===== config.mk =====
export PLATFORM = sky130hd
export DESIGN_NAME = dds_sweep_ctrl
export DESIGN_NICKNAME = d
export VERILOG_FILES = /design/src/rtl/dds_sweep_ctrl.sv
export SDC_FILE = /design/constraint.sdc
export NUM_CORES = 1
export LEC_CHECK = 0
export CAP_MARGIN = 30
export CORE_UTILIZATION = 55
export CTS_BUF_LIST = sky130_fd_sc_hd__clkbuf_4 sky130_fd_sc_hd__clkbuf_8
export DETAILED_ROUTE_END_ITERATION = 10
export PLACE_DENSITY = 0.91
export SYNTH_ARGS = -nofsm -noshare
export SYNTH_HDL_FRONTEND = slang
export SYNTH_SLANG_ARGS = --single-unit

===== constraint.sdc =====
create_clock -name clk -period 9.9 [get_ports clk]
set_clock_uncertainty 0.1 [all_clocks]
set_input_delay 0.99 -clock clk [delete_from_list [all_inputs] [get_ports clk]]
set_output_delay 0.99 -clock clk [all_outputs]
set_load 0.03 [all_outputs]

===== src/rtl/dds_sweep_ctrl.sv =====
// dds_sweep_ctrl: frequency-sweep scheduler for the DDS core.
// Steps the phase increment P from f_start to f_stop in f_step increments,
// holds each value for `dwell` clocks, repeats for n_sweeps sweeps (0 means
// run until abort), then flushes the DDS pipeline and pulses done.
//
//   state | meaning
//   ------+---------------------------------------------------------------
//   IDLE  | outputs parked at zero, waiting for a start with a legal config
//   RUN   | P stepping, accumulator enabled, samples marked valid
//   FLUSH | P held, accumulator still enabled, valid low while the DDS
//         | pipeline drains for PIPE clocks
module dds_sweep_ctrl #(
    parameter int M    = 27,
    parameter int DW   = 16,
    parameter int NW   = 8,
    parameter int PIPE = 4
) (
    input  logic          clk,
    input  logic          rst_ac,
    input  logic          start,
    input  logic          abort,
    input  logic [M-1:0]  f_start,
    input  logic [M-1:0]  f_stop,
    input  logic [M-1:0]  f_step,
    input  logic [DW-1:0] dwell,
    input  logic [NW-1:0] n_sweeps,
    output logic [M-1:0]  P,
    output logic          ena_ac,
    output logic          val_in,
    output logic          busy,
    output logic          done,
    output logic          err,
    output logic [NW-1:0] sweep_cnt
);

    // Flush counter is sized for PIPE-1 down to 0; keep at least one bit.
    localparam int FW = (PIPE > 1) ? $clog2(PIPE) : 1;
    localparam logic [FW-1:0] FLUSH_LOAD = FW'(PIPE - 1);

    typedef enum logic [1:0] {
        IDLE  = 2'd0,
        RUN   = 2'd1,
        FLUSH = 2'd2
    } state_t;

    state_t        state;

    // Configuration captured on a legal start; the live inputs may change
    // freely while a run is in progress.
    logic [M-1:0]  f_start_r;
    logic [M-1:0]  f_stop_r;
    logic [M-1:0]  f_step_r;
    logic [DW-1:0] dwell_r;
    logic [NW-1:0] n_sweeps_r;

    logic [DW-1:0] dwell_cnt;
    logic [FW-1:0] flush_cnt;

    logic          cfg_legal;
    logic [M:0]    p_next;
    logic          step_ok;
    logic [NW-1:0] sweep_nxt;
    logic          last_sweep;

    // Start-time config check, done on the live inputs.
    assign cfg_legal = (f_step != '0) && (f_stop >= f_start) && (dwell != '0);

    // Next step is formed one bit wider so an overflow past 2^M compares as
    // "beyond f_stop" instead of wrapping to a small increment.
    assign p_next  = {1'b0, P} + {1'b0, f_step_r};
    assign step_ok = (p_next <= {1'b0, f_stop_r});

    // Sweep bookkeeping; wraps naturally in continuous mode.
    assign sweep_nxt  = sweep_cnt + NW'(1);
    assign last_sweep = (n_sweeps_r != '0) && (sweep_nxt == n_sweeps_r);

    // Sequencer: state, config latch, timers and all registered outputs.
    always_ff @(posedge clk or posedge rst_ac) begin
        if (rst_ac) begin
            state      <= IDLE;
            f_start_r  <= '0;
            f_stop_r   <= '0;
            f_step_r   <= '0;
            dwell_r    <= '0;
            n_sweeps_r <= '0;
            dwell_cnt  <= '0;
            flush_cnt  <= '0;
            P          <= '0;
            ena_ac     <= 1'b0;
            val_in     <= 1'b0;
            busy       <= 1'b0;
            done       <= 1'b0;
            err        <= 1'b0;
            sweep_cnt  <= '0;
        end else begin
            done <= 1'b0;
            err  <= 1'b0;
            case (state)
                IDLE: begin
                    if (start) begin
                        if (cfg_legal) begin
                            f_start_r  <= f_start;
                            f_stop_r   <= f_stop;
                            f_step_r   <= f_step;
                            dwell_r    <= dwell;
                            n_sweeps_r <= n_sweeps;
                            P          <= f_start;
                            ena_ac     <= 1'b1;
                            val_in     <= 1'b1;
                            busy       <= 1'b1;
                            sweep_cnt  <= '0;
                            dwell_cnt  <= dwell - DW'(1);
                            state      <= RUN;
                        end else begin
                            err <= 1'b1;
                        end
                    end
                end

                RUN: begin
                    if (abort) begin
                        // Abort wins over any step or sweep end this cycle.
                        val_in    <= 1'b0;
                        flush_cnt <= FLUSH_LOAD;
                        state     <= FLUSH;
                    end else if (dwell_cnt != '0) begin
                        dwell_cnt <= dwell_cnt - DW'(1);
                    end else if (step_ok) begin
                        P         <= p_next[M-1:0];
                        dwell_cnt <= dwell_r - DW'(1);
                    end else begin
                        sweep_cnt <= sweep_nxt;
                        if (last_sweep) begin
                            val_in    <= 1'b0;
                            flush_cnt <= FLUSH_LOAD;
                            state     <= FLUSH;
                        end else begin
                            // Accumulator keeps running so phase stays continuous.
                            P         <= f_start_r;
                            dwell_cnt <= dwell_r - DW'(1);
                        end
                    end
                end

                FLUSH: begin
                    if (flush_cnt == '0) begin
                        ena_ac <= 1'b0;
                        P      <= '0;
                        busy   <= 1'b0;
                        done   <= 1'b1;
                        state  <= IDLE;
                    end else begin
                        flush_cnt <= flush_cnt - FW'(1);
                    end
                end

                default: begin
                    state <= IDLE;
                end
            endcase
        end
    end

endmodule


==> flow_summary.yaml <==
status:
  status: "finished clean"
cts:
  numCtsBuffers: 17
  cts_max_level: 4
  ctsHoldBuffers: 0
  ctsResizeCount: 0
  clkTransAtPathRegs_ps: 90
  ctsLongestPathBuffers: 2
  postCtsSetupBuffers: 0
  root_buffer: "clkbuf_8"
  clock-sinks: 164
  cts_tree: "built"
  insertion_delay_ps: 500
timing:
  fin_crit_ps: 6210
  setup_viol: 0
  max_freq_mhz: 161
  setup_slack_ps: 3690
  holdWs_ps: 396
  fin_crit_sh_pct: 62.8
  worst_slew_pin_slew_ps: 918
  slew_viol_final: 0
  tns_ps: 0
  slew_headroom_pct: 38.8
  hold_viol: 0
  rsz0062_at_grt: "false"
detailed_routing:
  vias: 8608
  dr.pass1.iters: 7
  drt_iter0_drc: 624
  drc: 0
  drt-total-wl_um: 27700
  viasPerCell: 6.07
  wl_per_cell_um: 19.5
  drt.antenna.violating_nets: 0
setup_path:
  criticalPathCategory: "flip-flop to flip-flop"
  r2r_start: "P[0]$_DFFE_PP0P_"
  cp-start-kind: "flip-flop"
  critical_path_required_ps: 10180
  cp_top_family: "compound AO/OA/AOI/OAI gates"
  reg2reg_slack_ps: 3690
  reg2reg_to: "P[17]$_DFFE_PP0P_"
  ff2ff_path_depth: 24
  cp_num_buf_inv: 3
  crit_slowest_cell: "fa_1"
  path_cells: "ha_1 -> inv_1 -> fa_1 -> nand2b_1 -> a21o_1 -> a21oi_1 -> a31oi_1 -> o31ai_2 -> o21ai_0 -> o21ai_0 -> xnor2_1 -> ha_1 -> nand4_1 -> nor2_1 -> and4_1 -> nand2_1 -> a221oi_2 -> o31ai_4 -> buf_4 -> nand2_1 -> nand3b_1 -> a211o_1 -> buf_4 -> mux2_4"
  cpPeakStageDelay_ps: 400
  end_kind: "flip-flop"
  cp-startpoint: "P[0]$_DFFE_PP0P_"
  path_max_fanout: 35
  crit_arrival_ps: 6490
floorplanning:
  initial_core_util_pct: 56.3
  fp.dieH_um: 140
  coreArea_mm2: 0.0187
  io_pins: 149
  design.die.area_mm2: 0.0197
  die_w_um: 140
  core.rowCount: 50
placement:
  placedInstanceArea_mm2: 0.0122
  place_congestion: 0.914
  dp_hpwl_um: 20500
  io_buffers: 148
  dpl.cell_count: 1387
  dp_slack_ps: 3890
hold_path:
  worstHoldStart: "f_start_r[11]$_DFFE_PP0P_"
  hold_class: "flip-flop to flip-flop"
  hold_end: "f_start_r[11]$_DFFE_PP0P_"
  hold_path_depth: 2
synth:
  ys_seq_area_share_pct: 39.0
  ys.flop_type: "dfrtp_1"
  async_reset_ff_share_pct: 100
  synthAdderAreaFrac_pct: 10.6
  synth_compound_gate_area_share_pct: 14.8
  synth_area_leaders: "dfrtp_1, ha_1, mux2_2"
  synth_edf_count: 0
  yosysUniqueCellTypes: 78
  avgSynthCellArea_um2: 10.1
  syn_nets: 1236
  muxShareOfSynthArea_pct: 16.1
  synth_seq_cells: 164
  synth_top_area_share_pct: 39.0
  synth_warnings: 0
  synthXorXnorAreaFrac_pct: 3.99
  synth_top_family_by_area: "multiplexers"
  yosys.area.top_type: "dfrtp_1"
  syn_inst: 1038
  synthSimpleGateAreaFrac_pct: 10.8
  netlist_area_mm2: 0.0105
finish:
  syn2layout_area_growth_pct: 20.3
  fin_area_mm2: 0.0127
  finalNonFillerCells: 1419
  drive_above_1_share_pct: 15.0
  nets: 1370
  diodes: 0
pwr:
  cellLeakagePower_nw: 5.83
  ir_drop_mv: 0.339
  power.density_mw_per_mm2: 394
global_routing:
  overflow: 0
  grt_max_degree: 92
  grt_usage_pct: 29.3
  grt_pass1_vias: 8820
  grt_pass1_wl_um: 44900
  antenna_found_initial: 0
flow_run:
  max_cap_violations: 0
-- worst reg2reg max path, stage by stage (launching register included) --
cell and delay, ps:
dfrtp_1 390, ha_1 190, inv_1 60, fa_1 400
nand2b_1 190, a21o_1 200, a21oi_1 220, a31oi_1 250
o31ai_2 400, o21ai_0 220, o21ai_0 360, xnor2_1 110
ha_1 320, nand4_1 90, nor2_1 250, and4_1 250
nand2_1 70, a221oi_2 340, o31ai_4 130, buf_4 340
nand2_1 140, nand3b_1 80, a211o_1 320, buf_4 300
mux2_4 370
-- sequential cells by signal (all words and copies together), names as in the netlist, 8 cells and up --
signal and cells:
f_step_r 27, dwell_cnt 16, dwell_r 16, P 27, f_stop_r 27, f_start_r 27, sweep_cnt 8, n_sweeps_r 8
-- cell usage after synthesis, types with 8 or more instances --
cell and instances:
clkbuf_1 25, mux2i_1 24, nor4_1 17, xnor2_1 29
nand3_1 31, mux2_2 92, ha_1 88, nor3_1 8
nand2_1 84, nor2_1 41, xor2_1 19, a21oi_1 68
mux2_4 28, inv_1 78, nand4_1 13, o21ai_0 58
o22ai_1 24, dfrtp_1 164, a21o_1 23
-- layout make-up --
class | instances | area (um2)
sequential | 164 | 4100
fill | 1402 | 6040
inverter | 78 | 298
multi-input combinational | 755 | 5950
clock inverter | 13 | 199
clock buffer | 19 | 255
tap | 234 | 293
timing repair buffer | 156 | 1570
-- routing by layer --
layer	vias up	track usage, %	wire [um]
met5	-	0	0
met4	0	13.6	1010
met3	76	7.25	1840
met2	318	50.6	13600
met1	4206	34.4	11200
li1	4008	-	-
-- per-stage QoR --
step	power [mW]	util (%)
5_1_grt	5.33	67.7
6_report	4.99	67.7
3_3_place_gp	4.23	65.0
4_1_cts	4.96	67.7
2_1_floorplan	3.58	-
3_5_place_dp	4.37	65.3
-- where the power goes --
group / switching [mW] / total, mW / internal (mW)
Sequential: 0.260 / 1.26 / 0.997
Combinational: 1.73 / 3.17 / 1.44
Clock: 0.276 / 0.564 / 0.289
-- worst max-delay path by stage --
stage | end | slack, ps | cells past startpoint
2_1_floorplan | P[0]$_DFFE_PP0P_ | 4380 | 1
3_3_place_gp | P[11]$_DFFE_PP0P_ | 4070 | 24
3_5_place_dp | P[11]$_DFFE_PP0P_ | 3890 | 24
4_1_cts | P[12]$_DFFE_PP0P_ | 3780 | 24
5_1_grt | P[14]$_DFFE_PP0P_ | 3390 | 24
6_report | P[17]$_DFFE_PP0P_ | 3690 | 24
-- cell families after synthesis --
kind of cell             after synthesis
AO/OA/AOI/OAI                        241
XOR/XNOR                              48
adder cells (fa/ha/maj)               89
buffers and inverters                119
flip-flops                           164
multiplexers                         144
AND/OR/NAND/NOR                      233
-- placed cells by master, fill, tap and decap left out, types with 3 or more instances in the layout --
cell / n
a21o_1: 23
a21oi_1: 68
a31oi_1: 7
a41oi_1: 3
and3_1: 3
and4_1: 5
buf_4: 6
bufinv_16: 4
clkbuf_8: 18
clkdlybuf4s50_1: 148
clkinvlp_4: 4
dfrtp_1: 164
ha_1: 87
inv_1: 77
mux2_2: 92
mux2_4: 28
mux2i_1: 24
nand2_1: 84
nand2b_1: 6
nand3_1: 30
nand4_1: 13
nor2_1: 41
nor2b_1: 7
nor3_1: 8
nor4_1: 17
o211ai_1: 5
o21a_1: 4
o21ai_0: 58
o21ai_1: 3
o21bai_1: 6
o22ai_1: 24
o31ai_1: 4
or4b_1: 4
xnor2_1: 29
xor2_1: 19
No activity file was read; power rests on OpenSTA's default activity.
